### config.mk
export PLATFORM = sky130hd
export DESIGN_NAME = sdram_bist
export DESIGN_NICKNAME = d
export VERILOG_FILES = /design/src/rtl/sdram_bist.sv
export SDC_FILE = /design/constraint.sdc
export NUM_CORES = 1
export LEC_CHECK = 0
export ABC_AREA = 1
export BUFFER_PORTS_ARGS = -buffer_cell sky130_fd_sc_hd__buf_2
export CAP_MARGIN = 20
export CORE_ASPECT_RATIO = 1.1
export CORE_MARGIN = 5
export CORE_UTILIZATION = 26
export CTS_CLUSTER_DIAMETER = 150
export DETAILED_ROUTE_END_ITERATION = 16
export GPL_TIMING_DRIVEN = 0
export SLEW_MARGIN = 20
export SYNTH_ARGS = -nofsm -noshare
export SYNTH_HDL_FRONTEND = slang
export SYNTH_SLANG_ARGS = --single-unit
export TNS_END_PERCENT = 50
### constraint.sdc
create_clock -name clk -period 5.5 [get_ports clk]
set_input_delay 0.275 -clock clk [delete_from_list [all_inputs] [get_ports clk]]
set_output_delay 0.275 -clock clk [all_outputs]
set_load 0.01 [all_outputs]
### src/rtl/sdram_bist.sv
// sdram_bist: built-in self-test engine for the SDRAM controller user port.
// A start pulse writes a pattern over [base_addr, base_addr+length) and then
// reads the window back, comparing each returned word in order.
//
// Ports:
//   clk, rst_n             clock, asynchronous active-low reset
//   start, loop_en         test launch pulse, auto-restart after a passing run
//   pattern_sel, seed      pattern mode and seed (sampled at start)
//   base_addr, length      address window (sampled at start, length 0 -> 1)
//   cmd_*                  command channel to the controller (valid/ready)
//   rd_valid, rd_data      in-order read return from the controller
//   busy, done, pass       status
//   timeout, err_count, first_err_addr, pass_count   results
//
// state   | meaning
// --------+-------------------------------------------------------------
// S_IDLE  | waiting for start after reset
// S_WRITE | issuing write commands, one per handshake
// S_READ  | issuing reads (bounded in flight) and comparing returned data
// S_DONE  | results valid; start or a passing loop relaunches
module sdram_bist #(
    parameter int          DATA_W    = 16,
    parameter int          ADDR_W    = 26,
    parameter int          MAX_OUTST = 4,
    parameter int          TIMEOUT   = 1024,
    parameter logic [63:0] LFSR_TAPS = 64'hB400
) (
    input  logic              clk,
    input  logic              rst_n,
    input  logic              start,
    input  logic              loop_en,
    input  logic [1:0]        pattern_sel,
    input  logic [DATA_W-1:0] seed,
    input  logic [ADDR_W-1:0] base_addr,
    input  logic [ADDR_W-1:0] length,
    output logic              cmd_valid,
    input  logic              cmd_ready,
    output logic              cmd_wr,
    output logic [ADDR_W-1:0] cmd_addr,
    output logic [DATA_W-1:0] cmd_wdata,
    input  logic              rd_valid,
    input  logic [DATA_W-1:0] rd_data,
    output logic              busy,
    output logic              done,
    output logic              pass,
    output logic              timeout,
    output logic [15:0]       err_count,
    output logic [ADDR_W-1:0] first_err_addr,
    output logic [15:0]       pass_count
);

    localparam int OW = 4;
    localparam int TW = $clog2(TIMEOUT + 1);
    localparam logic [DATA_W-1:0] TAPS = LFSR_TAPS[DATA_W-1:0];

    typedef enum logic [1:0] {S_IDLE, S_WRITE, S_READ, S_DONE} state_t;

    function automatic logic [DATA_W-1:0] lfsr_step(input logic [DATA_W-1:0] x);
        lfsr_step = (x >> 1) ^ (x[0] ? TAPS : '0);
    endfunction

    function automatic logic [DATA_W-1:0] pat_f(input logic [1:0]        mode,
                                                input logic [DATA_W-1:0] sd,
                                                input logic [ADDR_W-1:0] idx,
                                                input logic [DATA_W-1:0] lf,
                                                input logic [ADDR_W-1:0] addr);
        logic [DATA_W-1:0] inc;
        inc = sd + DATA_W'(idx);
        case (mode)
            2'd0:    pat_f = inc;
            2'd1:    pat_f = ~inc;
            2'd2:    pat_f = lf;
            default: pat_f = DATA_W'(addr) ^ sd;
        endcase
    endfunction

    state_t            state_q, state_d;
    logic [DATA_W-1:0] seed_q, seed_d;
    logic [ADDR_W-1:0] base_q, base_d;
    logic [ADDR_W-1:0] len_q, len_d;
    logic [1:0]        mode_q, mode_d;
    logic [ADDR_W-1:0] wr_idx_q, wr_idx_d;
    logic [DATA_W-1:0] wr_lfsr_q, wr_lfsr_d;
    logic [ADDR_W-1:0] rd_idx_q, rd_idx_d;
    logic [DATA_W-1:0] rd_lfsr_q, rd_lfsr_d;
    logic [ADDR_W-1:0] iss_q, iss_d;
    logic [OW-1:0]     outst_q, outst_d;
    logic [TW-1:0]     tmo_q, tmo_d;
    logic              cmd_valid_q, cmd_valid_d;
    logic              cmd_wr_q, cmd_wr_d;
    logic [ADDR_W-1:0] cmd_addr_q, cmd_addr_d;
    logic [DATA_W-1:0] cmd_wdata_q, cmd_wdata_d;
    logic              busy_q, busy_d;
    logic              done_q, done_d;
    logic              pass_q, pass_d;
    logic              timeout_q, timeout_d;
    logic [15:0]       err_q, err_d;
    logic [ADDR_W-1:0] first_q, first_d;
    logic [15:0]       pcnt_q, pcnt_d;

    logic              launch, wr_hs, rd_hs, rd_acc, tmo_hit;
    logic [DATA_W-1:0] l_seed, l_lfsr, exp_data;
    logic [ADDR_W-1:0] l_base, l_len, rd_addr;
    logic [1:0]        l_mode;

    always_comb begin
        state_d     = state_q;
        seed_d      = seed_q;
        base_d      = base_q;
        len_d       = len_q;
        mode_d      = mode_q;
        wr_idx_d    = wr_idx_q;
        wr_lfsr_d   = wr_lfsr_q;
        rd_idx_d    = rd_idx_q;
        rd_lfsr_d   = rd_lfsr_q;
        iss_d       = iss_q;
        outst_d     = outst_q;
        tmo_d       = tmo_q;
        cmd_valid_d = cmd_valid_q;
        cmd_wr_d    = cmd_wr_q;
        cmd_addr_d  = cmd_addr_q;
        cmd_wdata_d = cmd_wdata_q;
        timeout_d   = timeout_q;
        err_d       = err_q;
        first_d     = first_q;
        pcnt_d      = pcnt_q;
        launch      = 1'b0;
        tmo_hit     = 1'b0;
        l_seed      = seed;
        l_base      = base_addr;
        l_len       = (length == '0) ? ADDR_W'(1) : length;
        l_mode      = pattern_sel;
        l_lfsr      = '0;
        exp_data    = '0;
        rd_addr     = base_q + rd_idx_q;
        wr_hs       = cmd_valid_q & cmd_ready & cmd_wr_q;
        rd_hs       = cmd_valid_q & cmd_ready & ~cmd_wr_q;
        rd_acc      = (state_q == S_READ) && rd_valid && (outst_q != '0);

        case (state_q)
            S_IDLE: launch = start;
            S_WRITE: begin
                if (wr_hs) begin
                    if (wr_idx_q == len_q - ADDR_W'(1)) begin
                        state_d     = S_READ;
                        cmd_wr_d    = 1'b0;
                        cmd_addr_d  = base_q;
                        cmd_wdata_d = '0;
                    end else begin
                        wr_idx_d    = wr_idx_q + ADDR_W'(1);
                        wr_lfsr_d   = lfsr_step(wr_lfsr_q);
                        cmd_addr_d  = base_q + wr_idx_d;
                        cmd_wdata_d = pat_f(mode_q, seed_q, wr_idx_d, wr_lfsr_d, cmd_addr_d);
                    end
                end
            end
            S_READ: begin
                outst_d = outst_q + {{(OW-1){1'b0}}, rd_hs} - {{(OW-1){1'b0}}, rd_acc};
                if (rd_hs) begin
                    iss_d      = iss_q + ADDR_W'(1);
                    cmd_addr_d = base_q + iss_d;
                end
                if (rd_acc) begin
                    exp_data = pat_f(mode_q, seed_q, rd_idx_q, rd_lfsr_q, rd_addr);
                    if (rd_data != exp_data) begin
                        if (err_q != 16'hFFFF) err_d = err_q + 16'd1;
                        if (err_q == 16'd0)    first_d = rd_addr;
                    end
                    rd_idx_d  = rd_idx_q + ADDR_W'(1);
                    rd_lfsr_d = lfsr_step(rd_lfsr_q);
                end
                // Idle timer only runs while reads are owed to us.
                if (rd_valid || outst_q == '0)
                    tmo_d = TW'(TIMEOUT);
                else if (tmo_q == TW'(1))
                    tmo_hit = 1'b1;
                else
                    tmo_d = tmo_q - TW'(1);

                if (tmo_hit) begin
                    state_d   = S_DONE;
                    timeout_d = 1'b1;
                end else if (rd_acc && rd_idx_q == len_q - ADDR_W'(1)) begin
                    state_d = S_DONE;
                end
                cmd_valid_d = (state_d == S_READ) && (iss_d < len_q) &&
                              (outst_d < OW'(MAX_OUTST));
            end
            S_DONE: begin
                if (start) begin
                    launch = 1'b1;
                end else if (loop_en && pass_q) begin
                    launch = 1'b1;
                    l_seed = seed_q + DATA_W'(1);
                    l_base = base_q;
                    l_len  = len_q;
                    l_mode = mode_q;
                    pcnt_d = pcnt_q + 16'd1;
                end
            end
            default: state_d = S_IDLE;
        endcase

        if (launch) begin
            l_lfsr      = (l_seed == '0) ? DATA_W'(1) : l_seed;
            state_d     = S_WRITE;
            seed_d      = l_seed;
            base_d      = l_base;
            len_d       = l_len;
            mode_d      = l_mode;
            wr_idx_d    = '0;
            rd_idx_d    = '0;
            wr_lfsr_d   = l_lfsr;
            rd_lfsr_d   = l_lfsr;
            iss_d       = '0;
            outst_d     = '0;
            tmo_d       = TW'(TIMEOUT);
            err_d       = '0;
            first_d     = '0;
            timeout_d   = 1'b0;
            cmd_valid_d = 1'b1;
            cmd_wr_d    = 1'b1;
            cmd_addr_d  = l_base;
            cmd_wdata_d = pat_f(l_mode, l_seed, '0, l_lfsr, l_base);
        end

        busy_d = (state_d == S_WRITE) || (state_d == S_READ);
        done_d = (state_d == S_DONE);
        pass_d = done_d && (err_d == 16'd0) && !timeout_d;
    end

    always_ff @(posedge clk or negedge rst_n) begin
        if (!rst_n) begin
            state_q     <= S_IDLE;
            seed_q      <= '0;
            base_q      <= '0;
            len_q       <= '0;
            mode_q      <= '0;
            wr_idx_q    <= '0;
            wr_lfsr_q   <= '0;
            rd_idx_q    <= '0;
            rd_lfsr_q   <= '0;
            iss_q       <= '0;
            outst_q     <= '0;
            tmo_q       <= '0;
            cmd_valid_q <= 1'b0;
            cmd_wr_q    <= 1'b0;
            cmd_addr_q  <= '0;
            cmd_wdata_q <= '0;
            busy_q      <= 1'b0;
            done_q      <= 1'b0;
            pass_q      <= 1'b0;
            timeout_q   <= 1'b0;
            err_q       <= '0;
            first_q     <= '0;
            pcnt_q      <= '0;
        end else begin
            state_q     <= state_d;
            seed_q      <= seed_d;
            base_q      <= base_d;
            len_q       <= len_d;
            mode_q      <= mode_d;
            wr_idx_q    <= wr_idx_d;
            wr_lfsr_q   <= wr_lfsr_d;
            rd_idx_q    <= rd_idx_d;
            rd_lfsr_q   <= rd_lfsr_d;
            iss_q       <= iss_d;
            outst_q     <= outst_d;
            tmo_q       <= tmo_d;
            cmd_valid_q <= cmd_valid_d;
            cmd_wr_q    <= cmd_wr_d;
            cmd_addr_q  <= cmd_addr_d;
            cmd_wdata_q <= cmd_wdata_d;
            busy_q      <= busy_d;
            done_q      <= done_d;
            pass_q      <= pass_d;
            timeout_q   <= timeout_d;
            err_q       <= err_d;
            first_q     <= first_d;
            pcnt_q      <= pcnt_d;
        end
    end

    assign cmd_valid      = cmd_valid_q;
    assign cmd_wr         = cmd_wr_q;
    assign cmd_addr       = cmd_addr_q;
    assign cmd_wdata      = cmd_wdata_q;
    assign busy           = busy_q;
    assign done           = done_q;
    assign pass           = pass_q;
    assign timeout        = timeout_q;
    assign err_count      = err_q;
    assign first_err_addr = first_q;
    assign pass_count     = pcnt_q;

endmodule

After elaboration in Yosys (flattened, before gate mapping)
Index checks and enable logic that the tools add are counted.

$add $sub $neg: 15. Order comparisons: 2. Equality and inequality tests: 21. Mux-type cells: 86. Bitwise logic cells: 13. Reductions and logical operators: 37.

Operator list (count): $mux 26 (27); $mux 16 (24); $pmux 16 s3 (3); $add 26x1->26 const B (3); $add 26x26->26 (3); $eq 26x26->1 (2); $pmux 26 s2 (1); $add 16x1->16 const B (3); $logic_not 16->1 (3); $not 16->16 (3); $xor 16x16->16 (3); $mux 11 (4); $add 16x16->16 (2); $xor 15x16->16 (2); $logic_not 26->1 (1); $lt 26x26->1 (1); $sub 26x1->26 const B (1); $mux 2 (9); $ne 16x16->1 (1); $ne 16x16->1 const B (1); $eq 2x2->1 const B (7); $mux 1 (14); $reduce_bool 2->1 (7); $ne 3x3->1 const B (4); 22 further kinds (45).

Flip-flop bits (word level): 303. Bits of input ports: 92. Output and inout bits: 106.

Logic depth before layout (Yosys ltp)
Gate-level depths: netlist of the first run.

Depth in word-level cells: 13. Gate-level depth with buffers: 33. Depth with buffers taken out: 33.

Least setup slack after synthesis of the first run
OpenSTA, ideal clock, no wires.

Path type: register to register. Start: register iss_q[0]. End: register cmd_addr_q[25], in the netlist cmd_addr[25]. Library setup time: 0.077 ns. Arrival: 3.637 ns. Required time: 5.423 ns. Setup slack: 1.785 ns. Cell stages (with the launch flop): 29. Buffers on the path: 0. Period minus slack after synthesis: 3.715 ns. Cell sequence: dfrtp_1 > ha_1 > nand3_1 > nor2_1 > nand2_1 > nor2_1 > nand4_1 > nor2_1 > nand4_1 > nor2_1 > nand2_1 > nor3_1 > nand3_1 > nor2_1 > nand3_1 > xor2_1 > inv_1 > ha_1 > inv_1 > nor3_1 > nand2_1 > nor4_1 > nand2_1 > o211ai_1 > xor2_1 > nand2_1 > nand2_1 > nand2_1 > a21oi_1.

Word-level cells in the longest chain between the ends: 5.

RTL lines: from (decl) (RTL line 86) `logic [ADDR_W-1:0] iss_q, iss_d;`; from (signal assigned) (RTL line 267) `iss_q <= iss_d;`; $add 26x1->26 (RTL line 160) `iss_d = iss_q + ADDR_W'(1);`; $add 26x26->26 (RTL line 161) `cmd_addr_d = base_q + iss_d;`; $mux 26 (RTL line 159) `if (rd_hs) begin`; $pmux 26 s2 (RTL line 140) `case (state_q)`; $mux 26 (RTL line 204) `if (launch) begin`; to (signal assigned) (RTL line 272) `cmd_addr_q <= cmd_addr_d;`; to (decl) (RTL line 91) `logic [ADDR_W-1:0] cmd_addr_q, cmd_addr_d;`.

Every way passes these cells. The select of a mux whose other input is x is not followed. A chain may end at the register's enable or synchronous reset.

Worst setup path in the final report of the first run
Start: register wr_idx_q[0]. End: register cmd_addr_q[25], in the netlist cmd_addr[25].

Word-level cells in the longest chain between the ends: 6. Elaborated cells between the ends (all ways): 7. Classes of those cells: add/sub: 2; eq/ne: 1; mux: 4.

RTL lines: from (decl) (RTL line 82) `logic [ADDR_W-1:0] wr_idx_q, wr_idx_d;`; from (signal assigned) (RTL line 263) `wr_idx_q <= wr_idx_d;`; $add 26x1->26 (RTL line 150) `wr_idx_d = wr_idx_q + ADDR_W'(1);`; $add 26x26->26 (RTL line 152) `cmd_addr_d = base_q + wr_idx_d;`; $mux 26 (*) (RTL line 144) `if (wr_idx_q == len_q - ADDR_W'(1)) begin`; $mux 26 (*) (RTL line 143) `if (wr_hs) begin`; $pmux 26 s2 (*) (RTL line 140); $mux 26 (*) (RTL line 204).

Mark *: on every way between the ends. The rest lies on a longest branch, timed or not. The select of a mux whose other input is x is not followed.

==> metrics.txt, run 1 <==
Setup Buffers After CTS 0; Clock transition at path regs 60 ps; Slowest cell on crit path nor4_1; CP max FO 5; Mapped Area 0.02518 mm2; FF-to-FF path depth 25; die width 306.7 um; cell family with most CP delay simple AND/OR/NAND/NOR gates; initial core utilization 26.26%; vias per inst 5.138; # resized after CTS 0; Final Max Tran Viols 0; placed inst area 0.02787 mm2; WHS Path Cells 3; Worst Setup Slack, final 419.1 ps; Setup crit end kind register; vias 27020; Max Freq 196.8 MHz; synth warn 0; startpoint types register; CTS H-tree lvls 2; Slew @ Worst Pin 1220 ps; largest family of logic cells by synthesized area simple AND/OR/NAND/NOR gates; cell area power density 177.9 mW/mm2; net switching power 0.001285 W; simple-gate portion of the synthesized area 29.31%; fin util 30.64%; synthesis-to-finish area growth 16.65%; status finished, final reports clean; number of synthesized flops with an enable pin 0; aggregate global routing overflow 0; Inserted Clock Buffers 40; flop and latch count out of synthesis 303; Synth cell types 64; vias in the first global route 25130; I/O pins 198; IR drop worst, VDD 0.0001813 V; initial DRC count 2434; register area share after synthesis 30.11%; layout cell share with drive strength beyond 1 9.408%; Sink Count 303; root buffer cell clkbuf_16; pin count of the biggest net entering global routing 92; final setup vio count 0; endpoints failing hold 0; Async SR Flop Fraction 100.0%; sequential share of power 42.7%; worst skew pair latency 590 ps; post-synthesis mux area share 0.4769%; start of the worst register-to-register path wr_idx_q[0]; wire length of the first global-routing pass 166.3 mm; Setup CP Type register to register; Die Height 336.4 um; pre-CTS setup slack 530.4 ps; CP bufs+invs 2; Post-Route WL 115.2 mm; Fin Setup TNS 0 ps; Row Count 119; Syn Area/Cell 6.810 um2; nets 4204; worst hold endpoint len_q[7]; hold crit path type input port to register; R2R Path End cmd_addr[25]; worst endpoint required time 5990 ps; Pleak 14.76 nW; core area 0.09589 mm2; cell mode on critical path nand2_1; logic gate share of total power 3.7%; syn_nets 3947; xor/xnor share of the synthesized area 5.967%; Final Wtd Congestion 1.015; HP Start length[7]; Cells after Synth 3698; Int Power 0.003941 W; Routed WL per cell 21.91 um; PortBufs 197; arrival time at the worst endpoint 5570 ps; max_cap viols 0; Net Sw Frac 24.59%; RSZ-0062 raised after global routing no; global-route usage over all layers 21.38%; Max-slew headroom 18.64%; Final min period 5081 ps; area of the die 0.1032 mm2; Synth Area in Compound Gates 16.90%; DRC viols 0; CTS tree yes; Final period util 92.38%; Worst R2R Setup Slack 420 ps; 1st-pass router iterations 6; clock share of power 53.6%; initial antenna violation count 1; cell area after layout 0.02938 mm2; Largest stage delay, worst path 590 ps; Worst Clk Skew 27.39 ps; Adder-Cell Fraction of Synth Area 7.979%; detailed placer's ending HPWL 93.03 mm; Synth Flop Type dfrtp_1; Clock Path Buffers 3; Min Hold Slack 14.53 ps; post-route ant nets 0
==> worst max-delay path by stage <==
| stage | from | to | slack [ps] | depth (start not counted) |
|---|---|---|---|---|
| finish | wr_idx_q[0] | cmd_addr[25] | 420 | 25 |
| global route | wr_idx_q[0] | cmd_addr[25] | 10 | 33 |
| CTS | wr_idx_q[0] | cmd_addr[25] | 480 | 25 |
| detailed placement | wr_idx_q[0] | cmd_addr[25] | 530 | 25 |
| global placement | rst_n | len_q[1] | -2160 | 1 |
| floorplan | iss_q[0] | cmd_addr[25] | 1790 | 28 |
==> state kept, by name, indices dropped and copies added (netlist names), 11 cells and up <==
name	flops
iss_q	26
wr_idx_q	26
cmd_addr	26
err_count	16
cmd_wdata	16
base_q	26
wr_lfsr_q	16
first_err_addr	26
tmo_q	11
seed_q	16
rd_idx_q	26
len_q	26
rd_lfsr_q	16
pass_count	16
==> repair_timing <==
| action | in CTS | in global routing |
|---|---|---|
| hold endpoints to repair | 82 | 0 |
| setup endpoints to repair | 0 | 0 |
| hold buffers | 14 | 0 |
==> power by group through the flow <==
stage          Sequential, W  Clock (W)  Combinational, W
2_1_floorplan        0.00228          0         0.0000579
3_3_place_gp         0.00228          0          0.000177
3_5_place_dp         0.00227          0          0.000185
4_1_cts              0.00223    0.00283          0.000194
5_1_grt              0.00223    0.00293          0.000213
6_report             0.00223    0.00280          0.000193
==> kinds of logic after synthesis <==
family	after synthesis
AOI/OAI and AO/OA	749
xor gates and xnor gates	169
adders and majority gates	157
buffers and inverters	607
DFF	303
muxes	12
and+or+nand+nor	1701
==> routing by layer <==
| metal | vias up | GRT usage, % | wire length [um] |
|---|---|---|---|
| li1 | 12820 | - | - |
| met2 | 1149 | 34.35 | 51260 |
| met4 | 0 | 10.78 | 6994 |
| met1 | 12830 | 28.26 | 48650 |
| met3 | 227 | 2.965 | 8331 |
| met5 | - | 0 | 0 |
==> cells in the final DEF, fill, tap and decap left out, types with 8 or more instances in the layout <==
master,count
nand3_1,261
dfrtp_1,303
inv_1,500
nor2_2,9
nand2_1,914
clkbuf_1,78
nand3b_1,21
o221ai_1,15
nor4_1,24
o21bai_1,12
dlygate4sd3_1,14
or2_2,20
o22ai_1,14
xnor2_1,36
a31oi_1,10
o211ai_1,27
o21ai_1,12
clkbuf_8,10
nor2_1,281
nand4_1,64
o22ai_2,18
a21oi_1,246
o21ai_0,336
clkbuf_16,41
o31ai_1,12
nor3b_1,11
nand2_2,8
nor3_1,59
buf_2,206
ha_1,151
xor2_1,130
mux2i_1,12
a211oi_1,9
==> cell usage after synthesis (5+ instances only) <==
master / n / area [um2]
buf_2: 10 / 50.05
o21ai_0: 336 / 1682
inv_1: 500 / 1877
buf_1: 7 / 26.28
nand3b_1: 21 / 157.7
mux2i_1: 12 / 120.1
nand2_2: 8 / 50.05
nor2_1: 281 / 1055
nor3b_1: 11 / 82.58
a31oi_1: 10 / 62.56
nor4_1: 24 / 150.1
o2111ai_1: 5 / 43.79
nor2_2: 9 / 56.30
nand2_1: 914 / 3431
o21ai_1: 12 / 60.06
clkinv_1: 5 / 18.77
a211oi_1: 9 / 67.56
o21bai_1: 12 / 90.09
dfrtp_1: 303 / 7582
o22ai_1: 14 / 87.58
o21ai_2: 5 / 43.79
xor2_1: 130 / 1139
nand3_1: 261 / 1306
o22ai_2: 18 / 225.2
xnor2_1: 36 / 315.3
nand4_1: 64 / 400.4
or2_2: 20 / 125.1
nor3_1: 59 / 295.3
fa_1: 6 / 120.1
o21a_1: 7 / 52.55
inv_2: 5 / 18.77
o31ai_1: 12 / 90.09
clkbuf_1: 72 / 270.3
ha_1: 151 / 1889
a21oi_1: 246 / 1231
o221ai_1: 15 / 131.4
nor2_4: 7 / 78.83
o211ai_1: 27 / 202.7
==> worst reg2reg max path: cells and delay by family (launching register included) <==
| family | cells | cell delay [ps] |
|---|---|---|
| AO/OA/AOI/OAI | 3 | 340 |
| buffers and inverters | 2 | 340 |
| adder cells (fa/ha/maj) | 1 | 380 |
| XOR/XNOR | 2 | 380 |
| flip-flops | 1 | 440 |
| AND/OR/NAND/NOR | 17 | 3090 |
==> layout make-up <==
class | instances | area (um2)
Inverter | 511 | 1921
Sequential cell | 303 | 7582
Buffer | 96 | 410.4
Antenna cell | 3 | 7.507
Fill cell | 10570 | 66510
Multi-Input combinational cell | 2788 | 15270
Clock inverter | 16 | 176.4
Timing Repair Buffer | 215 | 1234
Clock buffer | 57 | 1186
Tap cell | 1270 | 1589
==> metrics by stage <==
| stage | total power, W | cells |
|---|---|---|
| CTS | 0.005261 | 5256 |
| global placement | 0.002453 | 5165 |
| floorplan | 0.002333 | 3698 |
| global route | 0.005374 | 5257 |
| detailed placement | 0.002460 | 5169 |
| finish | 0.005226 | 5259 |
No activity file was read; power rests on OpenSTA's default activity.
==> inputs of run 2 (changes only) <==
--- a/config.mk
+++ b/config.mk
@@ -13,7 +13,7 @@
 export CORE_UTILIZATION = 26
 export CTS_CLUSTER_DIAMETER = 150
 export DETAILED_ROUTE_END_ITERATION = 16
-export GPL_TIMING_DRIVEN = 0
+export GPL_TIMING_DRIVEN = 1
 export SLEW_MARGIN = 20
 export SYNTH_ARGS = -nofsm -noshare
 export SYNTH_HDL_FRONTEND = slang
==> metrics.txt, run 2 (synthesis results as in run 1) <==
Die Height 336.4 um (unchanged); Final Max Tran Viols 0 (unchanged); die width 306.7 um (unchanged); CTS tree yes; synthesis-to-finish area growth 15.62%; Worst Clk Skew 20.36 ps (-7.030 ps); CTS H-tree lvls 2 (unchanged); DRC viols 0 (unchanged); vias 26550 (-1.7%); endpoints failing hold 0 (unchanged); initial DRC count 2501 (+2.8%); worst endpoint required time 5900 ps (-90 ps); worst skew pair latency 580 ps (about the same); most common cell after layout, fill and taps aside nand2_1; FF-to-FF path depth 19 (-24%); # resized after CTS 0 (unchanged); arrival time at the worst endpoint 5120 ps (-450 ps); number of fill cells 10540 (-0.31%); Fin Setup TNS 0 ps (unchanged); Post-Route WL 103.3 mm (-10%); RSZ-0062 raised after global routing no; met1 global-route usage 26.18% (-2.1 points); Int Power 0.003796 W (-3.7%); hold crit path type input port to register; Min Hold Slack 21.96 ps (+7.426 ps); Setup CP Type register to register; post-route ant nets 0 (unchanged); Clock transition at path regs 60 ps (about the same); Pleak 14.74 nW (-0.13%); detailed placer's ending HPWL 82.54 mm (-11%); met3 usage 2.852% (-0.11 points); commonest non-fill, non-tap cells in the layout nand2_1 (914), inv_1 (499), o21ai_0 (336); nets 4146 (-1.4%); clock share of power 51.5% (-2.1 points); final setup vio count 0 (unchanged); aggregate global routing overflow 0 (unchanged); root buffer cell clkbuf_16; Sink Count 303 (unchanged); global-route usage over all layers 19.16% (-2.2 points); Pwr Total 0.005017 W (-4.0%); worst hold endpoint len_q[21]; Final min period 4710 ps (-370.4 ps); Routed WL per cell 19.87 um (-9.3%); Max Freq 212.3 MHz (+7.9%); pin count of the biggest net entering global routing 120 (+30%); I/O pins 198 (unchanged); HP Start length[21]; cell area power density 172.3 mW/mm2 (-3.1%); wire length of the first global-routing pass 154.2 mm (-7.3%); status finished, final reports clean; logic gate share of total power 3.9% (+0.2 points); Setup crit end kind register; initial antenna violation count 4 (+3); Clock Path Buffers 3 (unchanged); WHS Path Cells 3 (unchanged); Inserted Clock Buffers 39 (-2.5%); Final period util 85.65% (-6.7 points); Top Usage Layer GRT met2; net switching power 0.001221 W (-5.0%); core area 0.09589 mm2 (unchanged); GRT met2 Usage 30.81% (-3.5 points); sequential share of power 44.5% (+1.8 points); startpoint types register; Net Sw Frac 24.34% (-0.25 points); vias in the first global route 24900 (-0.92%); start of the worst register-to-register path rd_idx_q[0]; R2R Path End first_err_addr[8]; vias per inst 5.108 (-0.57%); initial core utilization 26.26% (unchanged); max_cap viols 0 (unchanged); Worst R2R Setup Slack 790 ps (+370 ps); IR drop worst, VDD 0.0002184 V (+20%); area of the die 0.1032 mm2 (unchanged); 1st-pass router iterations 5 (-1); Max-slew headroom 24.26% (+5.6 points); Final Wtd Congestion 0.9958 (-1.9%); Slew @ Worst Pin 1124 ps (-96.13 ps); Row Count 119 (unchanged); PortBufs 197 (unchanged); CP max FO 26 (+21); layout cell share with drive strength beyond 1 10.09% (+0.68 points)
[run 2: cell types whose count changed in the layout (fill, tap and decap cells not counted), moves of 3 or more]
cell / previous run / this run
clkinv_2: 7 / 10
buf_2: 206 / 196
buf_4: 4 / 43
buf_1: 7 / 0
buf_6: 3 / 0
clkbuf_1: 78 / 6
buf_16: 3 / 0
[run 2: routing by layer]
layer  vias to the layer above  share of wire (%)
li1                      12650                  -
met3                       199                8.1
met4                         2                4.2
met1                     12580                 43
met2                      1123                 45
met5                         -              0.013
[run 2: critical path, stage by stage, from the launching register on]
cell and delay [ps]:
dfrtp_1 480, ha_1 250, inv_1 70, fa_1 660, xor2_1 170, nand2_1 100, nand3b_1 100, nand2_1 50
inv_1 40, nand2_1 50, nor2_1 80, nand3_1 70, nor2_1 90, nand3_1 150, nor3_1 330, nand3_2 520
nand2_1 430, nor4_1 80, nand2_1 630, o21ai_0 160
[run 2: layout make-up]
cell class              count  area, um2  share of cell area [%]
well taps                1270       1589                   5.457
clock inverters            15      121.4                  0.4168
clock buffers              55       1147                   3.940
inverters                 511       1923                   6.604
multi-input cells        2788      15280                   52.49
flip-flops and latches    303       7582                   26.04
diodes                      1      2.502                0.008594
repair buffers            254       1469                   5.045
[run 2: worst max-delay path by stage]
stage,from,to,slack [ps],cells past startpoint
after CTS,rd_idx_q[0],first_err_addr[18],850,19
after detailed placement,rd_idx_q[0],first_err_addr[11],880,19
after global placement,rd_idx_q[0],first_err_addr[8],910,19
final,rd_idx_q[0],first_err_addr[8],790,19
after floorplan,iss_q[0],cmd_addr[25],1790,28
after global routing,iss_q[0],cmd_addr[25],250,28
[run 2: timing repair]
| item | in CTS | in global routing |
|---|---|---|
| hold endpoints to repair | 113 | 0 |
| hold buffers | 13 | 0 |
| setup buffers | 0 | 0 |
[run 2: power by group through the flow]
stage	clock, W	combinational (W)	sequential (W)
after global routing	0.00271	0.000217	0.00223
after global placement	0	0.000190	0.00227
after floorplan	0	0.0000579	0.00228
after CTS	0.00263	0.000199	0.00223
final	0.00259	0.000197	0.00223
after detailed placement	0	0.000190	0.00227
[run 2: stage by stage]
stage	utilization (%)	instance area (um2)	instances	setup slack, ps
after floorplan	-	25180	3698	1785
after global placement	28.91	27720	5113	913.1
after detailed placement	28.91	27720	5113	882.8
after CTS	30.36	29120	5196	854.5
after global routing	30.36	29120	5196	252.0
final	30.37	29120	5197	789.5
